## src/rtl/pipeline_ctrl_pkg.sv

```systemverilog
// Shared opcode constants, ALUOp encodings and the per-stage control bundle
// used by the five-stage pipeline control unit.
package pipeline_ctrl_pkg;

  localparam logic [6:0] OP_R    = 7'b0110011;
  localparam logic [6:0] OP_LD   = 7'b0000011;
  localparam logic [6:0] OP_ADDI = 7'b0010011;
  localparam logic [6:0] OP_SD   = 7'b0100011;
  localparam logic [6:0] OP_BEQ  = 7'b1100011;

  typedef enum logic [1:0] {
    ALU_ADD   = 2'b00,
    ALU_SUB   = 2'b01,
    ALU_FUNCT = 2'b10
  } alu_op_e;

  typedef struct packed {
    alu_op_e alu_op;
    logic    alu_src;
    logic    branch;
    logic    mem_read;
    logic    mem_write;
    logic    mem_to_reg;
    logic    reg_write;
  } ctrl_t;

  localparam ctrl_t CTRL_BUBBLE = ctrl_t'('0);

  // Only R-type, store and branch actually read rs2, so only they can hazard on it.
  function automatic logic uses_rs2(input logic [6:0] op);
    return (op == OP_R) || (op == OP_SD) || (op == OP_BEQ);
  endfunction

endpackage

```

## src/rtl/ctrl_decoder.sv

```systemverilog
// Combinational opcode decoder producing the control bundle for the ID instruction.
import pipeline_ctrl_pkg::*;

module ctrl_decoder #(
  parameter int REG_ADDR_W = 5
) (
  input  logic [6:0]            i_opcode,
  input  logic [REG_ADDR_W-1:0] i_rd,
  output ctrl_t                 o_ctrl
);

  always_comb begin
    o_ctrl = CTRL_BUBBLE;
    case (i_opcode)
      OP_R: begin
        o_ctrl.alu_op    = ALU_FUNCT;
        o_ctrl.reg_write = 1'b1;
      end
      OP_LD: begin
        o_ctrl.alu_op     = ALU_ADD;
        o_ctrl.mem_read   = 1'b1;
        o_ctrl.mem_to_reg = 1'b1;
        o_ctrl.alu_src    = 1'b1;
        o_ctrl.reg_write  = 1'b1;
      end
      OP_ADDI: begin
        o_ctrl.alu_op    = ALU_ADD;
        o_ctrl.alu_src   = 1'b1;
        o_ctrl.reg_write = 1'b1;
      end
      OP_SD: begin
        o_ctrl.alu_op    = ALU_ADD;
        o_ctrl.mem_write = 1'b1;
        o_ctrl.alu_src   = 1'b1;
      end
      OP_BEQ: begin
        o_ctrl.alu_op = ALU_SUB;
        o_ctrl.branch = 1'b1;
      end
      default: o_ctrl = CTRL_BUBBLE;
    endcase
    // x0 is hardwired to zero, so writes to it are suppressed at decode.
    if (i_rd == '0) o_ctrl.reg_write = 1'b0;
  end

endmodule

```

## src/rtl/pipeline_control_unit.sv

```systemverilog
// Pipeline control: decode, load-use stall, branch flush, ID/EX->EX/MEM->MEM/WB
// control registers and a saturating load-use stall counter.
import pipeline_ctrl_pkg::*;

module pipeline_control_unit #(
  parameter int REG_ADDR_W  = 5,
  parameter int STALL_CNT_W = 16
) (
  input  logic                   clk,
  input  logic                   reset,
  input  logic [6:0]             opcode_id,
  input  logic [REG_ADDR_W-1:0]  rs1_id,
  input  logic [REG_ADDR_W-1:0]  rs2_id,
  input  logic [REG_ADDR_W-1:0]  rd_id,
  input  logic                   branch_taken_ex,
  output logic                   pc_write,
  output logic                   ifid_write,
  output logic                   ifid_flush,
  output logic [1:0]             alu_op_ex,
  output logic                   alu_src_ex,
  output logic                   branch_ex,
  output logic                   mem_read_ex,
  output logic [REG_ADDR_W-1:0]  rd_ex,
  output logic                   mem_read_mem,
  output logic                   mem_write_mem,
  output logic                   mem_to_reg_mem,
  output logic                   reg_write_mem,
  output logic [REG_ADDR_W-1:0]  rd_mem,
  output logic                   mem_to_reg_wb,
  output logic                   reg_write_wb,
  output logic [REG_ADDR_W-1:0]  rd_wb,
  output logic [STALL_CNT_W-1:0] stall_count
);

  function automatic logic [STALL_CNT_W-1:0] sat_inc(input logic [STALL_CNT_W-1:0] v);
    return (&v) ? v : v + {{(STALL_CNT_W-1){1'b0}}, 1'b1};
  endfunction

  ctrl_t                  w_ctrl_id;
  ctrl_t                  r_ctrl_ex_p0, r_ctrl_mem_p1, r_ctrl_wb_p2;
  logic [REG_ADDR_W-1:0]  r_rd_ex_p0, r_rd_mem_p1, r_rd_wb_p2;
  logic [STALL_CNT_W-1:0] r_stall_cnt;
  logic                   w_stall, w_flush, w_bubble;

  ctrl_decoder #(.REG_ADDR_W(REG_ADDR_W)) u_decoder (
    .i_opcode (opcode_id),
    .i_rd     (rd_id),
    .o_ctrl   (w_ctrl_id)
  );

  assign w_stall = r_ctrl_ex_p0.mem_read && (r_rd_ex_p0 != '0) &&
                   ((r_rd_ex_p0 == rs1_id) || ((r_rd_ex_p0 == rs2_id) && uses_rs2(opcode_id)));
  assign w_flush  = r_ctrl_ex_p0.branch && branch_taken_ex;
  assign w_bubble = w_stall || w_flush;

  always_comb begin
    pc_write   = 1'b1;
    ifid_write = 1'b1;
    ifid_flush = 1'b0;
    if (reset) begin
      pc_write   = 1'b0;
      ifid_write = 1'b0;
      ifid_flush = 1'b1;
    end else if (w_flush) begin
      ifid_flush = 1'b1;
    end else if (w_stall) begin
      pc_write   = 1'b0;
      ifid_write = 1'b0;
    end
  end

  always_ff @(posedge clk) begin
    if (reset) begin
      r_ctrl_ex_p0  <= CTRL_BUBBLE;
      r_ctrl_mem_p1 <= CTRL_BUBBLE;
      r_ctrl_wb_p2  <= CTRL_BUBBLE;
      r_rd_ex_p0    <= '0;
      r_rd_mem_p1   <= '0;
      r_rd_wb_p2    <= '0;
      r_stall_cnt   <= '0;
    end else begin
      // ID -> EX: a stall or flush injects a bubble in place of the ID instruction
      r_ctrl_ex_p0  <= w_bubble ? CTRL_BUBBLE : w_ctrl_id;
      r_rd_ex_p0    <= w_bubble ? '0 : rd_id;
      // EX -> MEM
      r_ctrl_mem_p1 <= r_ctrl_ex_p0;
      r_rd_mem_p1   <= r_rd_ex_p0;
      // MEM -> WB
      r_ctrl_wb_p2  <= r_ctrl_mem_p1;
      r_rd_wb_p2    <= r_rd_mem_p1;
      if (w_stall && !w_flush) r_stall_cnt <= sat_inc(r_stall_cnt);
    end
  end

  assign alu_op_ex      = r_ctrl_ex_p0.alu_op;
  assign alu_src_ex     = r_ctrl_ex_p0.alu_src;
  assign branch_ex      = r_ctrl_ex_p0.branch;
  assign mem_read_ex    = r_ctrl_ex_p0.mem_read;
  assign rd_ex          = r_rd_ex_p0;
  assign mem_read_mem   = r_ctrl_mem_p1.mem_read;
  assign mem_write_mem  = r_ctrl_mem_p1.mem_write;
  assign mem_to_reg_mem = r_ctrl_mem_p1.mem_to_reg;
  assign reg_write_mem  = r_ctrl_mem_p1.reg_write;
  assign rd_mem         = r_rd_mem_p1;
  assign mem_to_reg_wb  = r_ctrl_wb_p2.mem_to_reg;
  assign reg_write_wb   = r_ctrl_wb_p2.reg_write;
  assign rd_wb          = r_rd_wb_p2;
  assign stall_count    = r_stall_cnt;

  // Fields carried by the shared bundle that later stages no longer consume.
  logic w_unused;
  assign w_unused = ^{r_ctrl_ex_p0.mem_write, r_ctrl_ex_p0.mem_to_reg, r_ctrl_ex_p0.reg_write,
                      r_ctrl_mem_p1.alu_op, r_ctrl_mem_p1.alu_src, r_ctrl_mem_p1.branch,
                      r_ctrl_wb_p2.alu_op, r_ctrl_wb_p2.alu_src, r_ctrl_wb_p2.branch,
                      r_ctrl_wb_p2.mem_read, r_ctrl_wb_p2.mem_write};

endmodule
```

## config.mk

```make
export PLATFORM = sky130hd
export DESIGN_NAME = pipeline_control_unit
export DESIGN_NICKNAME = d
export VERILOG_FILES = /design/src/rtl/pipeline_ctrl_pkg.sv /design/src/rtl/ctrl_decoder.sv /design/src/rtl/pipeline_control_unit.sv
export SDC_FILE = /design/constraint.sdc
export NUM_CORES = 1
export LEC_CHECK = 0
export CORE_UTILIZATION = 39
export DETAILED_ROUTE_END_ITERATION = 10
export PLACE_DENSITY = 0.74
export SLEW_MARGIN = 30
export SYNTH_ARGS = -nofsm -noshare
export SYNTH_HDL_FRONTEND = slang
export SYNTH_SLANG_ARGS = --single-unit
```

## constraint.sdc

```tcl
create_clock -name clk -period 2 [get_ports clk]
set_input_delay 0.4 -clock clk [delete_from_list [all_inputs] [get_ports clk]]
set_output_delay 0.4 -clock clk [all_outputs]
set_load 0.005 [all_outputs]
```

==> impl_metrics.env, run 1 <==
export IMPL_grt_setup_unrepaired="yes"
export IMPL_period_minus_slack_ns=2.06
export IMPL_cts_buffers_inserted=5
export IMPL_tightest_slew_ns=0.403
export IMPL_drive_above_1_share=0.263
export IMPL_outcome="finished with violations"
export IMPL_fin_setup_tns_ns=-0.231
export IMPL_leakagePower_uw=0.00114
export IMPL_cts_sinks=43
export IMPL_cp_arrival_ns=1.66
export IMPL_via_per_inst=5.27
export IMPL_grt_max_degree=37
export IMPL_h_tree_depth=2
export IMPL_synth_largest_area_cell="dfxtp_1"
export IMPL_max_cap_violations=0
export IMPL_root_buffer="clkbuf_8"
export IMPL_fillers=360
export IMPL_synth_top_cell_area_share=0.458
export IMPL_relSlewSlack=0.730
export IMPL_hold_buffers=0
export IMPL_violations="DRC, setup timing"
export IMPL_grt_pass1_wl_um=8150
export IMPL_gr_total_overflow=0
export IMPL_ys_types=36
export IMPL_synthArstFlopShare=0
export IMPL_hold_depth=1
export IMPL_setup_slack_ns=-0.0574
export IMPL_synthesis_area_mm2=0.00188
export IMPL_slew_violations=0
export IMPL_detailed_place_hpwl_um=3540
export IMPL_grt_use_total=0.206
export IMPL_synth_common_cells="dfxtp_1, nor2b_1, or4_1"
export IMPL_drtIter0Drc=74
export IMPL_placementRows=24
export IMPL_ant_nets=0
export IMPL_syn_inst=203
export IMPL_port_buffers=69
export IMPL_power_density_mw_per_mm2=538
export IMPL_nNetsFinal=329
export IMPL_yosys_warnings=0
export IMPL_synth_edff_count=0
export IMPL_routed_wl_um=5190
export IMPL_antenna_found_initial=0
export IMPL_ys_seq_elements=43
export IMPL_dp_worst_setup_slack_ns=-0.480
export IMPL_first_pass_iters=7
export IMPL_initial_utilization=0.417
export IMPL_setup_viol=11
export IMPL_synth_area_per_cell_um2=9.25
export IMPL_core_region_area_mm2=0.00450
export IMPL_die_w_um=71.4
export IMPL_num_vias=1875
export IMPL_grt_pass1_vias=1738
export IMPL_finalHoldViolCount=0
export IMPL_hold_class="register to register"
export IMPL_crit_fanout=4
export IMPL_ir_drop_uv=577
export IMPL_worstPathRequired_ns=1.60
export IMPL_insertion_delay_ns=0.30
export IMPL_synth_most_common_cell="dfxtp_1"
export IMPL_fp_dieArea_mm2=0.00510
export IMPL_final_period_utilization=1.03
export IMPL_clk_pin_slew_ns=0.09
export IMPL_clockBufferDepth=2
export IMPL_insertedDiodeCount=0
export IMPL_routedWlPerCell_um=14.6
export IMPL_worst_setup_path_end_kind="primary output"
export IMPL_io_pins=70
export IMPL_die_h_um=71.4
export IMPL_rr_worst_depth=7
export IMPL_drcViolationCount=2
export IMPL_dpl_cell_area_mm2=0.00281
export IMPL_cts_tree="yes"
export IMPL_worstSetupStartpointType="register"
export IMPL_synthFlopType="dfxtp_1"
export IMPL_crit_type="register to primary output"
export IMPL_synth_seq_area_share=0.458
export IMPL_netlist_top_cells_area="dfxtp_1, nor2b_1, or4_1"
export IMPL_place_gp_congestion=0.788
export IMPL_syn_nets=229
export IMPL_max_freq_ghz=0.486
export IMPL_fin_area_mm2=0.00306
export IMPL_finClkSkew_ns=0.00500
export IMPL_area_growth_pct=62.8
-- power breakdown --
part | switching (uW) | internal [uW]
registers | 6.56 | 869
logic | 81.1 | 117
clock network | 321 | 250
-- cells in the final DEF (no fill, tap or decap), drive strengths merged, types with 5 or more instances in the layout --
cell type,count
clkdlybuf4s50,51
and2,5
nor2b,20
or4,13
nand4,9
nor2,12
xnor2,10
o31ai,10
buf,37
dfxtp,43
mux2,5
nand2,10
clkbuf,5
a21oi,12
nor3,5
nand3,12
dlygate4sd2,15
-- worst max-delay path: stages (launching register included) --
cell and delay [ns]:
dfxtp_1 0.34, buf_4 0.15, xnor2_2 0.11, nand4_1 0.22, o22ai_2 0.28, a31oi_2 0.12
buf_2 0.14
-- worst paths after layout --
path,from,end,slack (ns)
hold reg to reg,r_ctrl_ex_p0[0],reg_write_mem,0.45
setup reg to reg,rd_ex[4],stall_count[1],-0.02
hold / removal,r_ctrl_ex_p0[0],reg_write_mem,0.45
setup / recovery,rd_ex[4],pc_write,-0.06
-- repair_timing --
item                                    CTS  global route
endpoints found under the setup margin   18            23
buffers inserted                          2             1
gates resized for setup                  35            14
pin swaps                                25             9
cloned                                    2             0
-- per-stage QoR --
step / total power, uW / hold slack, ns / std cells / util
CTS: 1650 / 0.447 / 355 / 0.663
floorplan: 961 / 0.414 / 203 / -
global placement: 1080 / 0.426 / 343 / 0.624
finish: 1640 / 0.450 / 356 / 0.679
detailed placement: 1080 / 0.428 / 343 / 0.624
global route: 1710 / 0.459 / 356 / 0.679
-- flip-flops by register name, indices dropped and copies added (netlist names), 2 cells and up --
signal,flops
rd_mem,5
stall_count,16
rd_ex,5
alu_op_ex,2
rd_wb,5
r_ctrl_ex_p0,3
-- per-layer routing --
layer	track usage	routed length (um)
met1	0.264	2320
met2	0.350	2590
met3	0.0366	201
met4	0.0667	80
met5	0	0
-- logic make-up after synthesis --
group | share of synthesized area
simple gates | 0.300
flops | 0.458
compound gates | 0.108
buf+inv | 0.0506
xor+xnor | 0.0466
mux | 0.0300
fa+ha+maj | 0.00666
-- cell type report --
type                    instances  area, um2  share of cell area
clock inverters                 3       23.8             0.00778
repair buffers                105        976               0.319
inverters                       3       11.3             0.00368
well taps                      52       65.1              0.0213
multi-input cells             145       1050               0.343
clock buffers                   5       68.8              0.0225
flip-flops and latches         43        863               0.282
(Power assumes the default switching activity.)
==> run 2: changes to the inputs <==
--- a/config.mk
+++ b/config.mk
@@ -5,9 +5,12 @@
 export SDC_FILE = /design/constraint.sdc
 export NUM_CORES = 1
 export LEC_CHECK = 0
-export CORE_UTILIZATION = 39
+export ABC_AREA = 1
+export ABC_CLOCK_PERIOD_IN_PS = 2000
+export CORE_UTILIZATION = 45
 export DETAILED_ROUTE_END_ITERATION = 10
-export PLACE_DENSITY = 0.74
+export DONT_BUFFER_PORTS = 1
+export PLACE_DENSITY = 0.61
 export SLEW_MARGIN = 30
 export SYNTH_ARGS = -nofsm -noshare
 export SYNTH_HDL_FRONTEND = slang
==> run 2 against run 1 <==
  * Critical endpoint unchanged
  * The flow now finishes without violations
  * Global-route usage is 2.5 points lower
  * Highest routed layer unchanged
  * Worst hold slack worse by 0.29 ns
  * Synthesized cell count is 56% higher
  * Sequential share of layout area is 9.0 points higher
==> impl_metrics.env, run 2 <==
export IMPL_num_vias=1755
export IMPL_fin_hold_ws_ns=0.162
export IMPL_slew_violations=0
export IMPL_drive_above_1_share=0.132
export IMPL_antenna_found_initial=0
export IMPL_hold_depth=1
export IMPL_worstPathRequired_ns=1.60
export IMPL_leakagePower_uw=0.00120
export IMPL_cts_tree="yes"
export IMPL_finalHoldViolCount=0
export IMPL_h_tree_depth=2
export IMPL_ys_seq_elements=43
export IMPL_setup_viol=0
export IMPL_drcViolationCount=0
export IMPL_synth_largest_area_cell="dfxtp_1"
export IMPL_relSlewSlack=0.687
export IMPL_die_w_um=71.8
export IMPL_insertion_delay_ns=0.30
export IMPL_finClkSkew_ns=0.00536
export IMPL_hold_buffers=0
export IMPL_rr_endpoint="stall_count[10]"
export IMPL_period_minus_slack_ns=1.81
export IMPL_pwr_share_seq=0.541
export IMPL_first_pass_iters=4
export IMPL_final_cell_mix="nand2_1, inv_1, nor2_1"
export IMPL_synth_edff_count=0
export IMPL_insertedDiodeCount=0
export IMPL_power_density_mw_per_mm2=700
export IMPL_grt_pass1_vias=1586
export IMPL_grt_setup_unrepaired="no"
export IMPL_synthesis_area_mm2=0.00219
export IMPL_tightest_slew_ns=0.468
export IMPL_ys_types=28
export IMPL_io_pins=70
export IMPL_fp_dieArea_mm2=0.00515
export IMPL_area_growth_pct=6.28
export IMPL_synthArstFlopShare=0
export IMPL_pwr_share_clk=0.416
export IMPL_ir_drop_uv=371
export IMPL_worstSetupStartpointType="register"
export IMPL_grt_pass1_wl_um=7150
export IMPL_hold_end="r_ctrl_ex_p0[1]"
export IMPL_drtIter0Drc=103
export IMPL_yosys_warnings=0
export IMPL_timing_rr_start="stall_count[1]"
export IMPL_final_common_cell="nand2_1"
export IMPL_root_buffer="clkbuf_8"
export IMPL_min_delay_start="opcode_id[4]"
export IMPL_worst_setup_path_end_kind="primary output"
export IMPL_fillers=475
export IMPL_clk_pin_slew_ns=0.08
export IMPL_crit_fanout=5
export IMPL_via_per_inst=4.71
export IMPL_gr_total_overflow=0
export IMPL_synthFlopType="dfxtp_1"
export IMPL_max_freq_ghz=0.551
export IMPL_synth_most_common_cell="nand2_1"
export IMPL_nNetsFinal=344
export IMPL_syn_inst=317
export IMPL_power_frac_comb=0.043
export IMPL_cts_sinks=43
export IMPL_ant_nets=0
export IMPL_synth_seq_area_share=0.393
export IMPL_fin_setup_tns_ns=0
export IMPL_hold_class="input pin to register"
export IMPL_port_buffers=0
export IMPL_synth_area_per_cell_um2=6.92
export IMPL_sw_frac_of_total=0.221
export IMPL_routedWlPerCell_um=11.3
export IMPL_r2r_setup_slack_ns=0.35
export IMPL_rr_worst_depth=10
export IMPL_syn_nets=343
export IMPL_p_int_uw=1270
export IMPL_power_switching_uw=361
export IMPL_place_gp_congestion=0.817
export IMPL_outcome="finished clean"
export IMPL_placementRows=25
export IMPL_netlist_top_cells_area="dfxtp_1, nand2_1, inv_1"
export IMPL_final_period_utilization=0.907
export IMPL_detailed_place_hpwl_um=3170
export IMPL_crit_type="register to primary output"
export IMPL_core_region_area_mm2=0.00469
export IMPL_die_h_um=71.8
export IMPL_largest_register_ffs=16
export IMPL_grt_use_total=0.180
export IMPL_routed_wl_um=4230
export IMPL_initial_utilization=0.467
export IMPL_cts_buffers_inserted=5
export IMPL_clockBufferDepth=2
export IMPL_grt_max_degree=24
export IMPL_max_cap_violations=0
export IMPL_cp_arrival_ns=1.41
export IMPL_synth_top_cell_area_share=0.393
export IMPL_synth_common_cells="nand2_1, inv_1, nor2_1"
[run 2: cell count changes after synthesis, sizes merged, moves of 7 or more]
| cell | delta |
|---|---|
| nand2 | +65 |
| o31ai | -9 |
| inv | +69 |
| a21oi | -7 |
| or4 | -13 |
| nor2b | -20 |
| xnor2 | -7 |
| nor2 | +49 |
| o21bai | +7 |
[run 2: power by group through the flow]
stage / Combinational [uW] / Sequential [uW] / Clock [uW]
floorplan: 70.2 / 899 / 0
global placement: 70.7 / 903 / 0
detailed placement: 71.9 / 903 / 0
CTS: 72.2 / 882 / 695
global route: 82.5 / 885 / 730
finish: 70.9 / 882 / 679
[run 2: per-layer routing]
metal | part of all wire | global-route usage
met5 | 0 | 0
met4 | 0.0094 | 0.0588
met3 | 0.075 | 0.0703
met2 | 0.45 | 0.279
met1 | 0.46 | 0.231
[run 2: how the worst max path moves through the flow]
stage	cells past startpoint	endpoint	startpoint	slack (ns)
global placement	11	stall_count[2]	opcode_id[2]	0.29
finish	7	pc_write	rd_ex[4]	0.19
floorplan	11	pc_write	opcode_id[2]	0.33
CTS	9	pc_write	rd_ex[2]	0.10
global route	9	ifid_write	rd_ex[2]	0.007
detailed placement	11	stall_count[2]	opcode_id[2]	0.27
[run 2: final cells by class]
type,instances,area [um2],share of cell area
clock buffer,5,68.8,0.0295
clock inverter,3,43.8,0.0188
inverter,73,274,0.118
multi-input combinational,190,970,0.416
sequential,43,868,0.373
tap,54,67.6,0.0290
timing repair buffer,5,37.5,0.0161
[run 2: critical path, cell delays in order, from the launching register on]
cell,delay [ns]
dfxtp_1,0.45
xor2_1,0.21
nor3_2,0.05
nand2_1,0.10
nand2_4,0.05
nand3_1,0.08
nand2_1,0.05
inv_1,0.11
[run 2: what timing repair did]
action | in CTS | in global routing
gates resized for setup | 0 | 5
setup endpoints to repair | 0 | 2
setup buffers | 0 | 0
[run 2: cells by family after synthesis]
| group | count (synthesis) | share of synthesized area |
|---|---|---|
| adder cells (fa/ha/maj) | 1 | 0.00571 |
| AO/OA/AOI/OAI | 16 | 0.0479 |
| buffers and inverters | 84 | 0.165 |
| AND/OR/NAND/NOR | 166 | 0.361 |
| XOR/XNOR | 7 | 0.0280 |
| flip-flops | 43 | 0.393 |
[run 2: per-stage QoR]
step / setup slack (ns) / instance area, um2 / utilization / std cells / total power [uW]
after floorplan: 0.333 / 2190 / - / 317 / 970
after global placement: 0.290 / 2210 / 0.471 / 365 / 973
after detailed placement: 0.266 / 2210 / 0.471 / 365 / 975
after CTS: 0.103 / 2320 / 0.495 / 373 / 1650
after global routing: 0.00712 / 2330 / 0.497 / 373 / 1700
final: 0.187 / 2330 / 0.497 / 373 / 1630
==> run 3: changes to the inputs <==
--- a/config.mk
+++ b/config.mk
@@ -7,11 +7,12 @@
 export LEC_CHECK = 0
 export ABC_AREA = 1
 export ABC_CLOCK_PERIOD_IN_PS = 2000
+export CAP_MARGIN = 40
 export CORE_UTILIZATION = 45
 export DETAILED_ROUTE_END_ITERATION = 10
 export DONT_BUFFER_PORTS = 1
 export PLACE_DENSITY = 0.61
-export SLEW_MARGIN = 30
+export SLEW_MARGIN = 20
 export SYNTH_ARGS = -nofsm -noshare
 export SYNTH_HDL_FRONTEND = slang
 export SYNTH_SLANG_ARGS = --single-unit
==> results of run 3 <==
Same layout as run 2: the final DEF is identical, and so are final timing and power.
